## src/rtl/axis_arb_pkg.sv

```systemverilog
// rtl/axis_arb_pkg.sv - CSR map, CTRL/STAT bit positions and FSM states for the packet arbiter
package axis_arb_pkg;

   localparam logic [1:0] ADDR_CTRL = 2'd0;
   localparam logic [1:0] ADDR_STAT = 2'd1;
   localparam logic [1:0] ADDR_CNT0 = 2'd2;
   localparam logic [1:0] ADDR_CNT1 = 2'd3;

   localparam int CTRL_EN0  = 0;
   localparam int CTRL_EN1  = 1;
   localparam int CTRL_PRIO = 2;
   localparam int CTRL_CLR  = 31;

   localparam int STAT_BUSY  = 0;
   localparam int STAT_GRANT = 1;
   localparam int STAT_LAST  = 2;
   localparam int STAT_PEND  = 16;

   typedef enum logic {
      IDLE = 1'b0,
      BUSY = 1'b1
   } arb_state_t;

endpackage

```

## src/rtl/rr_arb2.sv

```systemverilog
// rtl/rr_arb2.sv - two-requester arbiter, fixed (s0 wins) or round-robin against last_grant
module rr_arb2 (
   input  logic [1:0] req,
   input  logic       last_grant,
   input  logic       prio,
   output logic       grant
);

   // Output is only meaningful when at least one request is present.
   always_comb begin
      grant = 1'b0;
      if (prio) begin
         grant = ~req[0];
      end else if (req == 2'b11) begin
         grant = ~last_grant;
      end else begin
         grant = req[1] & ~req[0];
      end
   end

endmodule

```

## src/rtl/axis_pkt_arbiter.sv

```systemverilog
// rtl/axis_pkt_arbiter.sv - packet-granular 2:1 stream arbiter with CSR enables, priority mode and packet counters
module axis_pkt_arbiter
   import axis_arb_pkg::*;
#(
   parameter int DATA_W = 8,
   parameter int CNT_W  = 16
) (
   input  logic              clk,
   input  logic              reset,
   input  logic [1:0]        avs_address,
   input  logic              avs_chipselect,
   input  logic              avs_write_n,
   input  logic [31:0]       avs_writedata,
   output logic [31:0]       avs_readdata,
   input  logic [DATA_W-1:0] s0_tdata,
   input  logic              s0_tvalid,
   input  logic              s0_tlast,
   output logic              s0_tready,
   input  logic [DATA_W-1:0] s1_tdata,
   input  logic              s1_tvalid,
   input  logic              s1_tlast,
   output logic              s1_tready,
   output logic [DATA_W-1:0] m_tdata,
   output logic              m_tvalid,
   output logic              m_tlast,
   input  logic              m_tready
);

   arb_state_t       state, state_nx;
   logic             grant, last_grant, arb_grant;
   logic [2:0]       ctrl;
   logic [CNT_W-1:0] cnt0, cnt1;
   logic [1:0]       pending;
   logic             csr_wr, ctrl_wr, clr_cnt, eop;
   logic             unused_wdata;

   assign csr_wr       = avs_chipselect & ~avs_write_n;
   assign ctrl_wr      = csr_wr & (avs_address == ADDR_CTRL);
   assign clr_cnt      = ctrl_wr & avs_writedata[CTRL_CLR];
   assign unused_wdata = ^avs_writedata[30:3];

   assign pending = {s1_tvalid & ctrl[CTRL_EN1], s0_tvalid & ctrl[CTRL_EN0]};

   rr_arb2 u_arb (
      .req        (pending),
      .last_grant (last_grant),
      .prio       (ctrl[CTRL_PRIO]),
      .grant      (arb_grant)
   );

   // Pure combinational routing while a packet owns the sink; nothing moves in IDLE.
   always_comb begin
      state_nx  = state;
      m_tvalid  = 1'b0;
      m_tdata   = '0;
      m_tlast   = 1'b0;
      s0_tready = 1'b0;
      s1_tready = 1'b0;
      eop       = 1'b0;
      case (state)
         IDLE: begin
            if (|pending) state_nx = BUSY;
         end
         BUSY: begin
            if (grant) begin
               m_tvalid  = s1_tvalid;
               m_tdata   = s1_tdata;
               m_tlast   = s1_tlast;
               s1_tready = m_tready;
            end else begin
               m_tvalid  = s0_tvalid;
               m_tdata   = s0_tdata;
               m_tlast   = s0_tlast;
               s0_tready = m_tready;
            end
            eop = m_tvalid & m_tready & m_tlast;
            if (eop) state_nx = IDLE;
         end
         default: state_nx = IDLE;
      endcase
   end

   always_ff @(posedge clk) begin
      if (reset) begin
         state      <= IDLE;
         grant      <= 1'b0;
         last_grant <= 1'b1;
         ctrl       <= '0;
         cnt0       <= '0;
         cnt1       <= '0;
      end else begin
         state <= state_nx;
         if (state == IDLE && |pending) grant <= arb_grant;
         if (eop) last_grant <= grant;
         if (ctrl_wr) ctrl <= avs_writedata[2:0];
         // A clear in the same cycle as a packet completion leaves the counter at zero.
         if (clr_cnt) begin
            cnt0 <= '0;
            cnt1 <= '0;
         end else if (eop) begin
            if (grant) cnt1 <= cnt1 + CNT_W'(1);
            else       cnt0 <= cnt0 + CNT_W'(1);
         end
      end
   end

   always_comb begin
      avs_readdata = '0;
      case (avs_address)
         ADDR_CTRL: avs_readdata[2:0] = ctrl;
         ADDR_STAT: begin
            avs_readdata[STAT_BUSY]      = (state == BUSY);
            avs_readdata[STAT_GRANT]     = grant;
            avs_readdata[STAT_LAST]      = last_grant;
            avs_readdata[STAT_PEND +: 2] = pending;
         end
         ADDR_CNT0: avs_readdata[CNT_W-1:0] = cnt0;
         default:   avs_readdata[CNT_W-1:0] = cnt1;
      endcase
   end

endmodule

```

## config.mk

```make
export PLATFORM = sky130hd
export DESIGN_NAME = axis_pkt_arbiter
export DESIGN_NICKNAME = d
export VERILOG_FILES = /design/src/rtl/axis_arb_pkg.sv /design/src/rtl/rr_arb2.sv /design/src/rtl/axis_pkt_arbiter.sv
export SDC_FILE = /design/constraint.sdc
export NUM_CORES = 1
export LEC_CHECK = 0
export ABC_AREA = 1
export CORE_MARGIN = 2
export CORE_UTILIZATION = 44
export CTS_CLUSTER_SIZE = 10
export DETAILED_ROUTE_END_ITERATION = 6
export HOLD_SLACK_MARGIN = 0.05
export PLACE_DENSITY = 0.81
export SLEW_MARGIN = 20
export SYNTH_ARGS = -nofsm -noshare
export SYNTH_HDL_FRONTEND = slang
export SYNTH_SLANG_ARGS = --single-unit
```

## constraint.sdc

```tcl
create_clock -name clk -period 1.7 [get_ports clk]
set_input_delay 0.51 -clock clk [delete_from_list [all_inputs] [get_ports clk]]
set_output_delay 0.51 -clock clk [all_outputs]
set_load 0.01 [all_outputs]
```

==> metrics.csv <==
metric,value,unit
drtIter0Drc,200,
die-area,6420,um2
cts.path.max_buffers,2,
initial_core_util,0.460,
rsz0062_at_grt,yes,
worst_hold_slack,514,ps
fin_worst_skew,13.4,ps
p_leak,1.79,nW
grt_pass1_wl,12800,um
grt_pass1_vias,2883,
yosys-top-cells-area,"dfxtp_1 30%, nand2_1 16%, nor2_1 11%",
p_per_area,511,nW/um2
synth_top_area_cell,dfxtp_1,
finalWirelength,8170,um
grt.overflow.total,0,
p_comb_frac,0.154,
nNetsFinal,609,
first_pass_iters,7,
r2r_cells,13,
ys_ff_latch,38,
synth_cells,419,
worstPathCellList,"inv_6, buf_6, o22ai_2, a21oi_1, o21ai_1, buf_2",
cts_root_buffer,clkbuf_8,
status,"finished, violations left",
drcViolationCount,0,
grt_antenna_before_repair,0,
crit_slowest_cell,dfxtp_4,
critPathBufInv,3,
clock_sinks,38,
place.gp.congestion,0.928,
syn_area_per_cell,6.09,um2
ios,103,
via_per_inst,5.02,
finalCritPeriodShare,1.06,
syn2layout_area_growth,53.4,%
fmax,555,MHz
clk_pin_slew,80,ps
switching_share,0.244,
grt_max_degree,24,
core_area,5540,um2
track_usage,0.251,
multiInputGateArea,1640,um2
cpPeakStageDelay,380,ps
synth_top_cell_area_share,0.298,
fp.dieH,80.1,um
crit_type,reg -> out,
finalHoldViolations,0,
clkLatencyLatePin,290,ps
hold_start,cnt1[0],
cts_made_buffers,5,
num_antenna_cells,0,
p_int,1.51,mW
r2r-start,grant,
yosysSeqAreaShare,0.298,
p_seq_frac,0.450,
netlist_area,2550,um2
setup_viol,12,
critPathArrivalTime,1290,ps
seqCellArea,768,um2
ant_nets,0,
period_needed,1800,ps
cts_tree,built,
vdd_drop_max,0.504,mV
drive_gt1_frac,0.290,
port_buffers,60,
max_cap_viol_count,0,
worst_slack,-101,ps
vias,3113,
wl_per_cell,13.2,um
crit_cells,6,
fill_cells,445,
violations,negative setup slack,
p_switching,487,uW
end_kind,primary output,
synth_warnings,0,
die_w,80.1,um
rows,27,
setup.worst_path.start_class,flip-flop,
pwr-share-clk,0.396,
rrSetupSlack,20,ps
drv_slew,0,
cts_hold_buf,0,
synthDistinctLibCells,29,
critical-path-top-delay-family,flip-flops,
whs_path_depth,2,
holdPathEnd,cnt1[0],
post-dp-hpwl,5690,um
reg2reg_to,cnt1[14],
crit_fanout,5,
cts_max_level,2,
fin_total_pwr,2.00,mW
hold_path_class,reg -> reg,
worstPathRequired,1190,ps
power by group through the flow:
| stage | Clock, mW | Sequential (mW) | Combinational [mW] |
|---|---|---|---|
| 3_5_place_dp | 0 | 0.920 | 0.264 |
| 3_3_place_gp | 0 | 0.920 | 0.259 |
| 4_1_cts | 0.798 | 0.901 | 0.273 |
| 2_1_floorplan | 0 | 0.919 | 0.132 |
| 5_1_grt | 0.829 | 0.902 | 0.333 |
| 6_report | 0.791 | 0.901 | 0.308 |
worst max path at each step:
stage                   startpoint  slack [ps]              end
finish                       state        -100  avs_readdata[0]
global route                 state        -130  avs_readdata[0]
CTS                          state         -30  avs_readdata[0]
detailed placement  avs_address[1]        -930  avs_readdata[2]
global placement    avs_address[1]        -910  avs_readdata[2]
floorplan           avs_address[0]          30  avs_readdata[2]
layer usage:
metal / track usage / part of all wire / wire, um
met5: 0 / 0 / 0
met4: 0.0695 / 0.0098 / 80
met1: 0.289 / 0.39 / 3200
met2: 0.465 / 0.53 / 4300
met3: 0.0517 / 0.072 / 588
synth_stat cells:
cell type  instances
buf_2              2
conb_1             1
inv_1             45
a21oi_1           25
o2111ai_1          1
nand2_2            1
dfxtp_1           38
o21ai_0           20
clkbuf_1           7
a22o_1             8
buf_4             15
xor2_1             7
o21ai_1            3
a31oi_1            1
nor2_4             2
nand2_1          107
nand3_1           38
o22ai_1            3
inv_2              2
o21ai_2            1
nor2_1            73
a21oi_2            1
nor3_1             2
buf_6              3
nor2_2             2
nand3_2            1
nand4_1            7
ha_1               2
o211ai_1           1
placed cells by master (no fill, tap or decap), types with 3 or more instances in the layout:
master           count
a22o_1               8
nand3_1             32
o21ai_1             12
nor2_1              67
nand3_2              5
buf_12               5
nand2_4              3
nand4_1              7
nor2_2               6
buf_6                9
dlygate4sd2_1       19
nand2_1             97
nor2_4               5
inv_1               40
a21oi_1             25
buf_2               28
o21ai_0              8
clkbuf_8             6
xor2_1               7
buf_4               62
o21ai_2              4
dfxtp_1             36
clkdlybuf4s50_1      7
nand2_2              7
inv_2                3
conb_1              14
cell families after synthesis:
group                      count (synthesis)  share of synthesized area
xor gates and xnor gates                   7                     0.0240
buffers and inverters                     74                      0.141
other                                      1                    0.00147
adders and majority gates                  2                    0.00981
and+or+nand+nor                          233                      0.381
AOI/OAI and AO/OA                         64                      0.145
DFF                                       38                      0.298
sequential cells by signal (all words and copies together), names as in the netlist:
signal	cells
cnt0	16
cnt1	16
ctrl	3
grant	1
last_grant	1
state	1
worst min-delay path: stages, from the launching register on:
cell and delay (ps):
dfxtp_1 330, nor2_1 100, nor2_1 50
what timing repair did:
action | 4_1_cts | 5_1_grt
setup buffers | 11 | 4
pin swaps | 13 | 16
hold endpoints to repair | 0 | 0
endpoints found under the setup margin | 61 | 50
resized for setup | 194 | 36
gates cloned | 2 | 1
per-stage QoR:
step / std cells / TNS [ps] / cell area, um2 / setup WS (ps) / util
2_1_floorplan: 432 / 0 / 2600 / 31.1 / -
3_3_place_gp: 597 / -32310 / 3590 / -913 / 0.649
3_5_place_dp: 597 / -33500 / 3590 / -929 / 0.649
4_1_cts: 615 / -62.7 / 3720 / -32.2 / 0.672
5_1_grt: 620 / -1680 / 3910 / -128 / 0.706
6_report: 620 / -605 / 3910 / -101 / 0.706
final cells by class:
type	instances	area share
Inverter	47	0.0508
Multi-Input combinational cell	321	0.419
Clock buffer	6	0.0211
Tap cell	72	0.0230
Sequential cell	38	0.196
Timing Repair Buffer	135	0.282
Clock inverter	1	0.00768
No activity file was read; power rests on OpenSTA's default activity.
